===== config.mk =====
export PLATFORM = sky130hd
export DESIGN_NAME = tick_seq_ctrl_flat
export DESIGN_NICKNAME = d
export VERILOG_FILES = /design/src/rtl/tick_pkg.sv /design/src/rtl/tick_seq_ctrl_if.sv /design/src/rtl/tick_prescaler.sv /design/src/rtl/tick_seq_ctrl.sv /design/src/flat_wrapper.sv
export SDC_FILE = /design/constraint.sdc
export NUM_CORES = 1
export LEC_CHECK = 0
export CAP_MARGIN = 20
export CORE_ASPECT_RATIO = 0.6
export CORE_MARGIN = 1.5
export CORE_UTILIZATION = 50
export CTS_CLUSTER_DIAMETER = 40
export DETAILED_ROUTE_END_ITERATION = 7
export GPL_ROUTABILITY_DRIVEN = 0
export PLACE_DENSITY = 0.84
export SETUP_SLACK_MARGIN = 0.3
export SLEW_MARGIN = 20
export SYNTH_ARGS = -nofsm -noshare
export SYNTH_HDL_FRONTEND = slang
export SYNTH_SLANG_ARGS = --single-unit

===== constraint.sdc =====
create_clock -name clk -period 2 [get_ports clk]
set_clock_uncertainty 0.05 [all_clocks]
set_input_delay 0.4 -clock clk [delete_from_list [all_inputs] [get_ports clk]]
set_output_delay 0.4 -clock clk [all_outputs]
set_load 0.01 [all_outputs]

===== src/rtl/tick_pkg.sv =====
// Shared definitions for the countdown sequencer.
//   tick_state_e : FSM state encoding, also exported on the state output
//   DIV_50MHZ    : prescaler divide ratio giving a 1 Hz tick from 50 MHz
//   PW_50MHZ     : prescaler width large enough to hold DIV_50MHZ-1
package tick_pkg;

    typedef enum logic [1:0] {
        ST_IDLE  = 2'd0,
        ST_RUN   = 2'd1,
        ST_PAUSE = 2'd2,
        ST_DONE  = 2'd3
    } tick_state_e;

    localparam int unsigned DIV_50MHZ = 50_000_000;
    localparam int unsigned PW_50MHZ  = 26;

endpackage


===== src/rtl/tick_seq_ctrl_if.sv =====
// Control/status bundle between the debounced switch logic and the
// countdown sequencer.
//   start, hold, clear : level requests from the debouncers
//   load_val           : countdown start value
//   count, tick, busy, done, state : sequencer status for display/LEDs
// master = requester side, slave = sequencer side.
interface tick_seq_ctrl_if #(
    parameter int CW = 8
);
    logic          start;
    logic          hold;
    logic          clear;
    logic [CW-1:0] load_val;
    logic [CW-1:0] count;
    logic          tick;
    logic          busy;
    logic          done;
    logic [1:0]    state;

    modport master (
        output start, hold, clear, load_val,
        input  count, tick, busy, done, state
    );

    modport slave (
        input  start, hold, clear, load_val,
        output count, tick, busy, done, state
    );
endinterface


===== src/rtl/tick_prescaler.sv =====
// Free-running modulo-DIV prescaler with synchronous clear and enable.
//   clk, reset : clock, synchronous active-high reset
//   en         : advance the phase counter
//   clr        : force phase back to 0 (wins over en)
//   tick_o     : high while enabled in the last cycle of a period
module tick_prescaler #(
    parameter int unsigned DIV = 4,
    parameter int unsigned PW  = 3
) (
    input  logic clk,
    input  logic reset,
    input  logic en,
    input  logic clr,
    output logic tick_o
);

    localparam logic [PW-1:0] PRE_LAST = PW'(DIV - 1);

    logic [PW-1:0] pre_q;
    logic [PW-1:0] pre_d;

    always_comb begin
        pre_d = pre_q;
        if (clr) begin
            pre_d = '0;
        end else if (en) begin
            pre_d = (pre_q == PRE_LAST) ? '0 : pre_q + 1'b1;
        end
    end

    always_ff @(posedge clk) begin
        if (reset) begin
            pre_q <= '0;
        end else begin
            pre_q <= pre_d;
        end
    end

    assign tick_o = en && (pre_q == PRE_LAST);

endmodule


===== src/rtl/tick_seq_ctrl.sv =====
// Countdown sequencer: loads a count, decrements it once per prescaler
// period while running, pulses done when it reaches zero.
//   clk, reset : clock, synchronous active-high reset
//   bus        : tick_seq_ctrl_if slave (requests in, status out)
//
// state | meaning
// IDLE  | waiting for start, count and prescaler at 0
// RUN   | prescaler advancing, count decrements on each tick
// PAUSE | hold asserted, prescaler phase and count frozen
// DONE  | one-cycle done pulse, then back to IDLE
module tick_seq_ctrl
    import tick_pkg::*;
#(
    parameter int unsigned DIV = DIV_50MHZ,
    parameter int unsigned PW  = PW_50MHZ,
    parameter int unsigned CW  = 8
) (
    input  logic             clk,
    input  logic             reset,
    tick_seq_ctrl_if.slave   bus
);

    tick_state_e   state_q, state_d;
    logic [CW-1:0] count_q, count_d;
    logic          pre_en;
    logic          pre_clr;
    logic          tick;

    assign pre_en  = (state_q == ST_RUN);
    // Phase restarts at every load, after every completion, and on abort.
    assign pre_clr = bus.clear
                   | ((state_q == ST_IDLE) && bus.start)
                   | (state_q == ST_DONE);

    tick_prescaler #(
        .DIV (DIV),
        .PW  (PW)
    ) u_pre (
        .clk    (clk),
        .reset  (reset),
        .en     (pre_en),
        .clr    (pre_clr),
        .tick_o (tick)
    );

    always_comb begin
        state_d = state_q;
        count_d = count_q;
        if (bus.clear) begin
            state_d = ST_IDLE;
            count_d = '0;
        end else begin
            unique case (state_q)
                ST_IDLE: begin
                    if (bus.start) begin
                        count_d = bus.load_val;
                        state_d = (bus.load_val != '0) ? ST_RUN : ST_DONE;
                    end
                end
                ST_RUN: begin
                    if (tick) begin
                        count_d = count_q - CW'(1);
                    end
                    // A hold coinciding with a tick still takes the decrement.
                    if (tick && (count_q == CW'(1))) begin
                        state_d = ST_DONE;
                    end else if (bus.hold) begin
                        state_d = ST_PAUSE;
                    end
                end
                ST_PAUSE: begin
                    if (!bus.hold) begin
                        state_d = ST_RUN;
                    end
                end
                ST_DONE: begin
                    state_d = ST_IDLE;
                end
                default: begin
                    state_d = ST_IDLE;
                end
            endcase
        end
    end

    always_ff @(posedge clk) begin
        if (reset) begin
            state_q <= ST_IDLE;
            count_q <= '0;
        end else begin
            state_q <= state_d;
            count_q <= count_d;
        end
    end

    assign bus.count = count_q;
    assign bus.tick  = tick;
    assign bus.busy  = (state_q == ST_RUN) || (state_q == ST_PAUSE);
    assign bus.done  = (state_q == ST_DONE);
    assign bus.state = state_q;

endmodule


===== src/flat_wrapper.sv =====
// flat-port wrapper written by rule: the top's interface ports become plain ports
module tick_seq_ctrl_flat import tick_pkg::*;
#(
    parameter int unsigned DIV = DIV_50MHZ,
    parameter int unsigned PW  = PW_50MHZ,
    parameter int unsigned CW  = 8
)
  (clk, reset, bus_start, bus_hold, bus_clear, bus_load_val, bus_count, bus_tick, bus_busy, bus_done, bus_state);
  tick_seq_ctrl_if #(.CW(CW)) bus_i ();
  input  logic clk;
  input  logic reset;
  input wire logic [$bits(bus_i.start)-1:0] bus_start;
  input wire logic [$bits(bus_i.hold)-1:0] bus_hold;
  input wire logic [$bits(bus_i.clear)-1:0] bus_clear;
  input wire logic [$bits(bus_i.load_val)-1:0] bus_load_val;
  output wire logic [$bits(bus_i.count)-1:0] bus_count;
  output wire logic [$bits(bus_i.tick)-1:0] bus_tick;
  output wire logic [$bits(bus_i.busy)-1:0] bus_busy;
  output wire logic [$bits(bus_i.done)-1:0] bus_done;
  output wire logic [$bits(bus_i.state)-1:0] bus_state;
  assign bus_i.start = bus_start;
  assign bus_i.hold = bus_hold;
  assign bus_i.clear = bus_clear;
  assign bus_i.load_val = bus_load_val;
  assign bus_count = bus_i.count;
  assign bus_tick = bus_i.tick;
  assign bus_busy = bus_i.busy;
  assign bus_done = bus_i.done;
  assign bus_state = bus_i.state;
  tick_seq_ctrl #(.DIV(DIV), .PW(PW), .CW(CW)) u_core (.clk(clk), .reset(reset), .bus(bus_i));
endmodule

* After elaboration in Yosys (flattened, before gate mapping)
Cells that the tools add are included.
** Word-level totals
- Bits of input ports :: 13
- Bits in registers :: 36
- Output and inout bits :: 13
** Operators by class
- Add/sub/neg operators :: 2
- Bitwise gates (word level) :: 2
- Reduce and logical (&&, ||, !) cells :: 11
- Equal/unequal tests :: 9
- Mux-type cells :: 10
** Operators with widths (number)
- adder 26 x 1 -> 26 bit (second input constant) :: 1
- equality test 26 bit (second input constant) :: 1
- 2-to-1 mux 26 bit :: 1
- 2-to-1 mux 8 bit :: 2
- one-hot mux 8 bit (2 select lines) :: 1
- 2-to-1 mux 2 bit :: 5
- equality test 8 x 1 -> 1 bit (second input constant) :: 1
- one-hot mux 2 bit (4 select lines) :: 1
- nonzero test 8 bit :: 1
- subtractor 8 x 1 -> 8 bit (second input constant) :: 1
- AND reduction 3 bit :: 2
- equality test 2 bit (second input constant) :: 2
- != test 2 bit (second input constant) :: 2
- OR reduction 2 bit :: 2
- logical AND 1 bit :: 3
- != test 3 x 2 -> 1 bit (second input constant) :: 1
- equality test 2 x 1 -> 1 bit (second input constant) :: 1
- zero test 2 bit :: 1
- != test 2 x 1 -> 1 bit (second input constant) :: 1
- bitwise OR 1 bit :: 2
- nonzero test 2 bit :: 1
- logical OR 1 bit :: 1

* Depth between registers and ports, before layout
Gate-level depths: netlist of the first run.
- Word-level depth :: 5
- Mapped depth :: 9

* Hierarchy
A second synthesis of the first run with hierarchy kept.
** Unflattened totals
- Cells, all modules :: 263
- Area, all modules :: 2124.5 µm²
** Modules (own cells, without submodules)
- tick_prescaler :: cells each 161, times used 1, area an instance 1338.8 µm², sequential area each 520.5 µm²
- tick_seq_ctrl :: cells each 102, times used 1, area an instance 785.8 µm², sequential area each 200.2 µm²

* Worst setup path before layout of the first run
OpenSTA, ideal clock, no wires.
- Path kind :: register -> register
- From :: register u_core.u_pre.pre_q[0]
- To :: register u_core.count_q[1], in the netlist u_core.bus.count[1]
- Path slack :: 0.039 ns
- Data required time :: 1.836 ns
- Library setup time :: 0.114 ns
- Period minus slack after synthesis :: 1.961 ns
- Data arrival time :: 1.797 ns
- Buffers on the path :: 0
- Cell stages (with the launch flop) :: 7
- Cells stage by stage :: dfxtp_1 > ha_1 > nand4_4 > nor4_4 > nand4_1 > mux2i_1 > a2111oi_0
** On the way
- Longest elaborated chain between the ends :: 4
** RTL lines
- start, declared :: line tick_prescaler.sv:19 : logic [PW-1:0] pre_q;
- start signal, assigned :: line tick_prescaler.sv:35 : pre_q <= pre_d;
- equality test 26 bit :: line tick_prescaler.sv:39 : assign tick_o = en && (pre_q == PRE_LAST);
- logical AND 1 bit :: line tick_prescaler.sv:39
- != test 2 x 1 -> 1 bit (no line)
- AND reduction 3 bit (no line)
- end signal, assigned :: line tick_seq_ctrl.sv:92 : count_q <= count_d;
- end, declared :: line tick_seq_ctrl.sv:24 : logic [CW-1:0] count_q, count_d;
Every way passes these cells.
A chain may end at the register's enable or synchronous reset.

* Worst setup path in the final report of the first run
- From :: register u_core.u_pre.pre_q[7]
- To :: output bus_tick
** On the way
- Longest elaborated chain between the ends :: 2
** RTL lines
- equality test 26 bit :: line tick_prescaler.sv:39
- logical AND 1 bit :: line tick_prescaler.sv:39
- end, declared :: line flat_wrapper.sv:17 : output wire logic [$bits(bus_i.tick)-1:0] bus_tick;
Every way passes these cells.

==> results of run 1 <==
==> worst max path at each step <==
| stage | to | slack, ns | depth (start not counted) |
|---|---|---|---|
| 3_3_place_gp | bus_tick | -0.07 | 4 |
| 5_1_grt | bus_tick | 0.0001 | 4 |
| 4_1_cts | bus_tick | 0.07 | 4 |
| 2_1_floorplan | u_core.bus.count[1] | 0.23 | 5 |
| 3_5_place_dp | bus_tick | -0.08 | 4 |
| 6_report | bus_tick | 0.06 | 4 |
==> state kept, by name, indices dropped and copies added, names as in the netlist <==
register            flops
u_core.bus.count        8
u_core.bus.state        2
u_core.u_pre.pre_q     26
==> per-stage QoR <==
step / TNS, ns / util / area, um^2
global route: 0 / 0.825 / 3160
CTS: 0 / 0.775 / 2970
floorplan: 0 / - / 2120
global placement: -0.0730 / 0.699 / 2680
detailed placement: -0.125 / 0.699 / 2680
finish: 0 / 0.825 / 3160
==> synthesized netlist by cell type, drive strengths merged, types with 2 or more instances <==
cell     instances  area (um^2)
o21ai            3         15.0
nand2           21         81.3
nor3            11         55.1
and4             3         28.8
a2111oi          2         17.5
buf              9         72.6
nor2            38          143
nand3           10         55.1
nor4b            2         23.8
inv              7         26.3
nor2b            3         18.8
xnor2            7         61.3
a22oi            5         37.5
nand4           16          115
a21oi            8         40.0
and3             3         20.0
ha               7         87.6
clkbuf           2         7.51
or2              2         12.5
mux2i            4         40.0
a31oi            3         18.8
xor2            19          166
dfxtp           36          721
nor4             6         82.6
==> layer usage <==
| layer | global-route usage | routed length, um | part of all wire | vias up |
|---|---|---|---|---|
| met5 | 0 | 0 | 0 | - |
| met4 | 0.0968 | 246 | 0.032 | 0 |
| met3 | 0.0920 | 763 | 0.10 | 36 |
| met1 | 0.414 | 3220 | 0.42 | 1086 |
| li1 | - | - | - | 1042 |
| met2 | 0.458 | 3350 | 0.44 | 142 |
==> timing repair <==
action / 4_1_cts / 5_1_grt
hold endpoints to repair: 0 / 0
pin swaps: 15 / 29
resized for setup: 42 / 36
cloned: 0 / 0
endpoints found under the setup margin: 38 / 40
setup buffers: 14 / 8
==> logic make-up (layout without fill, tap and decap cells) <==
family,after synthesis,after routing,synth area share
and+or+nand+nor,121,121,0.327
DFF,36,36,0.346
AOI/OAI and AO/OA,32,32,0.106
xor gates and xnor gates,26,26,0.109
buffers and inverters,18,104,0.0510
adders and majority gates,7,7,0.0420
muxes,4,4,0.0192
==> power by group <==
| group | leakage (nW) | switching, mW | internal (mW) |
|---|---|---|---|
| combinational | 0.994 | 0.140 | 0.125 |
| sequential | 0.299 | 0.0140 | 0.725 |
| clock | 0.0422 | 0.266 | 0.245 |
==> cell type report <==
class	instances	area, um^2	share of cell area
clock buffers	7	76.3	0.0242
clock inverters	1	5.00	0.00159
inverters	7	26.3	0.00832
multi-input cells	190	1480	0.469
flip-flops and latches	36	746	0.236
well taps	47	58.8	0.0186
repair buffers	89	764	0.242
==> critical path, cell delays in order (launching register included) <==
cell and delay [ns]:
dfxtp_2 0.35, nor4b_4 0.28, and4_1 0.27, and3_4 0.20, buf_6 0.10
==> results.sh, run 1 <==
export IMPL_status="finished, final reports clean"
export IMPL_dr_pass1_iters=5
export IMPL_synth_area_mm2=0.00208
export IMPL_grt_pass1_vias=2095
export IMPL_coreArea_mm2=0.00383
export IMPL_wl_per_cell_um=20.1
export IMPL_hold_buffers=0
export IMPL_die_h_um=53.0
export IMPL_critPathKind="reg2out"
export IMPL_hpwl_um=4190
export IMPL_final_nets=349
export IMPL_grt_max_degree=24
export IMPL_cts_buffers=5
export IMPL_reg2regPathDepth=8
export IMPL_synthCells=244
export IMPL_synth_seq_area_share=0.346
export IMPL_syn_area_per_cell_um2=8.54
export IMPL_clock_tree_root_cell="clkbuf_8"
export IMPL_route_detailed_drc=0
export IMPL_synth_warnings=0
export IMPL_final_cell_count_no_fill=377
export IMPL_hold_path_class="reg2reg"
export IMPL_finalSetupViolCount=0
export IMPL_hold_viol_final=0
export IMPL_worst_hold_path_endpoint="u_core.u_pre.pre_q[15]"
export IMPL_synth_distinct_cells=51
export IMPL_cts_sinks=36
export IMPL_clkTransAtPathRegs_ns=0.08
export IMPL_hold_depth=2
export IMPL_syn_to_final_growth_pct=51.4
export IMPL_grt_use_total=0.303
export IMPL_grt_pass1_wl_um=10400
export IMPL_num_rows=17
export IMPL_startpoint_type="flop"
export IMPL_die_area_mm2=0.00458
export IMPL_cp_end_kind="primary output"
export IMPL_layout_drive_gt1_share=0.400
export IMPL_startpoint="u_core.u_pre.pre_q[7]"
export IMPL_drt_iter0_markers=227
export IMPL_wl_um=7580
export IMPL_place_inst=347
export IMPL_place_port_buffers=25
export IMPL_worst_pin_slew_ns=0.430
export IMPL_design_power_total_mw=1.51
export IMPL_grt_antenna_before_repair=0
export IMPL_critical_path_required_ns=1.55
export IMPL_slew_headroom=0.711
export IMPL_start_util=0.544
export IMPL_synth_edf_count=0
export IMPL_mostFrequentLayoutCells="56 x buf_4, 37 x nor2_1, 20 x dfxtp_1"
export IMPL_ys_seq_elements=36
export IMPL_final_common_cell="buf_4"
export IMPL_hold_start="u_core.u_pre.pre_q[15]"
export IMPL_fillers=209
export IMPL_dpl_worst_slack_ns=-0.0822
export IMPL_synth_ff_type="dfxtp_1"
export IMPL_crit_reg2reg_launch="u_core.u_pre.pre_q[1]"
export IMPL_diodes=0
export IMPL_die_x_um=86.4
export IMPL_fmax_mhz=516
export IMPL_leakage_nw=1.34
export IMPL_timing_rr_end="u_core.bus.count[2]"
export IMPL_setup_ws_ns=0.0610
export IMPL_whs_ns=0.488
export IMPL_peakVddDrop_uv=451
export IMPL_syn_nets=264
export IMPL_overflow=0
export IMPL_final_max_slew_violation_count=0
export IMPL_ios=26
export IMPL_vias=2306
export IMPL_max_cap_violations=0
export IMPL_cts_path_max_buffers=2
export IMPL_clock_latency_ns=0.29
export IMPL_htree_levels=2
export IMPL_ys_async_sr_fraction=0
export IMPL_viasPerCell=6.12
export IMPL_rrSetupSlack_ns=0.07
export IMPL_p_per_area_mw_per_mm2=480
export IMPL_period_share=0.970
export IMPL_critPathArrivalTime_ns=1.49
export IMPL_grt_setup_unrepaired="true"
export IMPL_cts_tree="yes"
export IMPL_detail_route_antenna_nets=0
export IMPL_min_period_ns=1.94
export IMPL_cp_max_fo=2
Note: power is estimated with default switching activity, not from simulation.
==> inputs of run 2 (changes only) <==
--- a/config.mk
+++ b/config.mk
@@ -6,13 +6,15 @@
 export NUM_CORES = 1
 export LEC_CHECK = 0
 export CAP_MARGIN = 20
+export CELL_PAD_IN_SITES_DETAIL_PLACEMENT = 0
+export CELL_PAD_IN_SITES_GLOBAL_PLACEMENT = 1
 export CORE_ASPECT_RATIO = 0.6
-export CORE_MARGIN = 1.5
-export CORE_UTILIZATION = 50
+export CORE_MARGIN = 5
+export CORE_UTILIZATION = 37
 export CTS_CLUSTER_DIAMETER = 40
 export DETAILED_ROUTE_END_ITERATION = 7
 export GPL_ROUTABILITY_DRIVEN = 0
-export PLACE_DENSITY = 0.84
+export PLACE_DENSITY = 0.83
 export SETUP_SLACK_MARGIN = 0.3
 export SLEW_MARGIN = 20
 export SYNTH_ARGS = -nofsm -noshare
==> run 2 against run 1 <==
Net effect: the flow now finishes with violations (setup timing); cell area is 7.4% higher; die area grew 59%; cell count up 6.6%; clock power rose by 20%; worst setup slack got worse by 0.32 ns; utilization shrank 21 points; routed wire length down 15%; via count is 10% lower; combinational power decreased by 2%; register-to-register slack got worse by 0.33 ns; clock-buffer cell count fell by 1; largest cell class unchanged.
==> results.sh, run 2 (synthesis gave the netlist of run 1 again) <==
export IMPL_route_detailed_drc=0
export IMPL_mostFrequentLayoutCells="48 x buf_4, 20 x nor2_1, 19 x nand2_1, 19 x dfxtp_1, 18 x buf_6"
export IMPL_fmax_mhz=443
export IMPL_die_h_um=68.1
export IMPL_start_util=0.378
export IMPL_wl_met1_um=3170
export IMPL_slowest_delay_ns=0.34
export IMPL_viasPerCell=5.15
export IMPL_cp_max_fo=2
export IMPL_cts_path_max_buffers=2
export IMPL_finish_instance_area_mm2=0.00339
export IMPL_reg2regPathDepth=14
export IMPL_worst_pin_slew_ns=0.422
export IMPL_coreArea_mm2=0.00552
export IMPL_switching_power_uw=439
export IMPL_final_core_util=0.614
export IMPL_critPathArrivalTime_ns=2.41
export IMPL_peakVddDrop_uv=241
export IMPL_grt_setup_unrepaired="true"
export IMPL_diodes=0
export IMPL_grt_pass1_vias=2026
export IMPL_hold_start="u_core.u_pre.pre_q[1]"
export IMPL_cp_slowest_cell="dfxtp_2"
export IMPL_syn_to_final_growth_pct=62.6
export IMPL_dr_pass1_iters=4
export IMPL_clock_latency_ns=0.30
export IMPL_wl_met3_um=324
export IMPL_crit_reg2reg_launch="u_core.u_pre.pre_q[8]"
export IMPL_clkTransAtPathRegs_ns=0.09
export IMPL_clock_tree_root_cell="clkbuf_8"
export IMPL_grt_use_total=0.183
export IMPL_grt_antenna_before_repair=0
export IMPL_critPathTopFamily="buffers and inverters"
export IMPL_hold_depth=2
export IMPL_slew_headroom=0.717
export IMPL_wl_met2_um=2860
export IMPL_hold_viol_final=0
export IMPL_overflow=0
export IMPL_num_rows=21
export IMPL_leakage_nw=1.36
export IMPL_seqPwrFrac=0.459
export IMPL_cts_buffers=5
export IMPL_violations="setup timing"
export IMPL_cp_common_cell="buf_6"
export IMPL_fillers=474
export IMPL_crit_buf_inv=10
export IMPL_p_sw_frac=0.273
export IMPL_dpl_instance_area_mm2=0.00274
export IMPL_max_cap_violations=0
export IMPL_status="finished with violations"
export IMPL_cts_tree="yes"
export IMPL_worst_hold_path_endpoint="u_core.u_pre.pre_q[1]"
export IMPL_combPwrFrac=0.161
export IMPL_min_period_ns=2.26
export IMPL_setup_ws_ns=-0.259
export IMPL_grt_max_degree=13
export IMPL_final_common_cell="buf_4"
export IMPL_grt_pass1_wl_um=10300
export IMPL_final_max_slew_violation_count=0
export IMPL_timing_rr_end="u_core.bus.count[1]"
export IMPL_internal_power_mw=1.17
export IMPL_p_per_area_mw_per_mm2=474
export IMPL_critical_path_required_ns=2.15
export IMPL_wl_um=6430
export IMPL_largest_reg_flops=26
export IMPL_wl_per_cell_um=16.0
export IMPL_startpoint_type="flop"
export IMPL_ios=26
export IMPL_topRoutingLayerUsed="met4"
export IMPL_drt_iter0_markers=66
export IMPL_rrSetupSlack_ns=-0.26
export IMPL_layout_drive_gt1_share=0.474
export IMPL_die_area_mm2=0.00728
export IMPL_place_port_buffers=25
export IMPL_cts_sinks=36
export IMPL_path_cells="nor4b_4 -> buf_4 -> buf_6 -> buf_6 -> buf_6 -> buf_6 -> buf_6 -> buf_6 -> buf_6 -> buf_6 -> buf_6 -> nand4_1 -> mux2i_1 -> a2111oi_2"
export IMPL_hpwl_um=4200
export IMPL_dpl_worst_slack_ns=-0.0798
export IMPL_critPathKind="reg2reg"
export IMPL_hold_path_class="reg2reg"
export IMPL_htree_levels=2
export IMPL_period_share=1.13
export IMPL_detail_route_antenna_nets=0
export IMPL_cp_end_kind="flop"
export IMPL_finalSetupViolCount=4
export IMPL_die_x_um=107
export IMPL_vias=2072
export IMPL_final_nets=352
export IMPL_regMostFlops="u_core.u_pre.pre_q"
export IMPL_clockPowerShare=0.380
==> run 2: worst max-delay path by stage <==
stage	from	end	slack [ns]	cells after the start
2_1_floorplan	u_core.u_pre.pre_q[18]	u_core.bus.count[1]	0.23	5
3_3_place_gp	u_core.u_pre.pre_q[16]	bus_tick	-0.06	4
3_5_place_dp	u_core.u_pre.pre_q[16]	bus_tick	-0.08	4
4_1_cts	u_core.u_pre.pre_q[7]	u_core.bus.count[1]	-0.22	14
5_1_grt	u_core.u_pre.pre_q[8]	u_core.bus.count[1]	-0.38	14
6_report	u_core.u_pre.pre_q[8]	u_core.bus.count[1]	-0.26	14
==> run 2: per-stage QoR <==
step / setup TNS, ns / instances / power, mW / hold WS, ns
2_1_floorplan: 0 / 244 / 0.868 / 0.421
3_3_place_gp: -0.0586 / 375 / 0.958 / 0.427
3_5_place_dp: -0.0798 / 375 / 0.959 / 0.434
4_1_cts: -0.478 / 397 / 1.58 / 0.443
5_1_grt: -1.18 / 402 / 1.67 / 0.472
6_report: -0.729 / 402 / 1.61 / 0.445
==> run 2: worst min-delay path, cell delays in order, from the launching register on <==
cell and delay (ns):
dfxtp_2 0.34, nand2_1 0.06, a21oi_1 0.06
==> run 2: power by group through the flow <==
stage,combinational [mW],clock (mW),sequential [mW]
2_1_floorplan,0.111,0,0.757
3_3_place_gp,0.205,0,0.753
3_5_place_dp,0.206,0,0.753
4_1_cts,0.230,0.612,0.738
5_1_grt,0.279,0.651,0.740
6_report,0.259,0.611,0.738
==> run 2: area by class of cell <==
cell class / instances / area, um^2 / area share
Clock buffer: 6 / 93.8 / 0.0277
Clock inverter: 2 / 12.5 / 0.00369
Timing Repair Buffer: 92 / 826 / 0.244
Sequential cell: 36 / 744 / 0.220
Multi-Input combinational cell: 190 / 1600 / 0.472
Inverter: 7 / 26.3 / 0.00775
Tap cell: 69 / 86.3 / 0.0255
==> run 2: metal layers <==
layer | up-vias | global-route usage
met4 | 0 | 0.0558
met5 | - | 0
met2 | 53 | 0.280
met3 | 7 | 0.0443
met1 | 963 | 0.256
li1 | 1049 | -
==> run 2: timing repair <==
item,in CTS,in global routing
hold buffers,0,0
gates resized for setup,57,69
gates cloned,0,1
pin swaps,22,25
buffers inserted,14,4
setup endpoints to repair,36,39
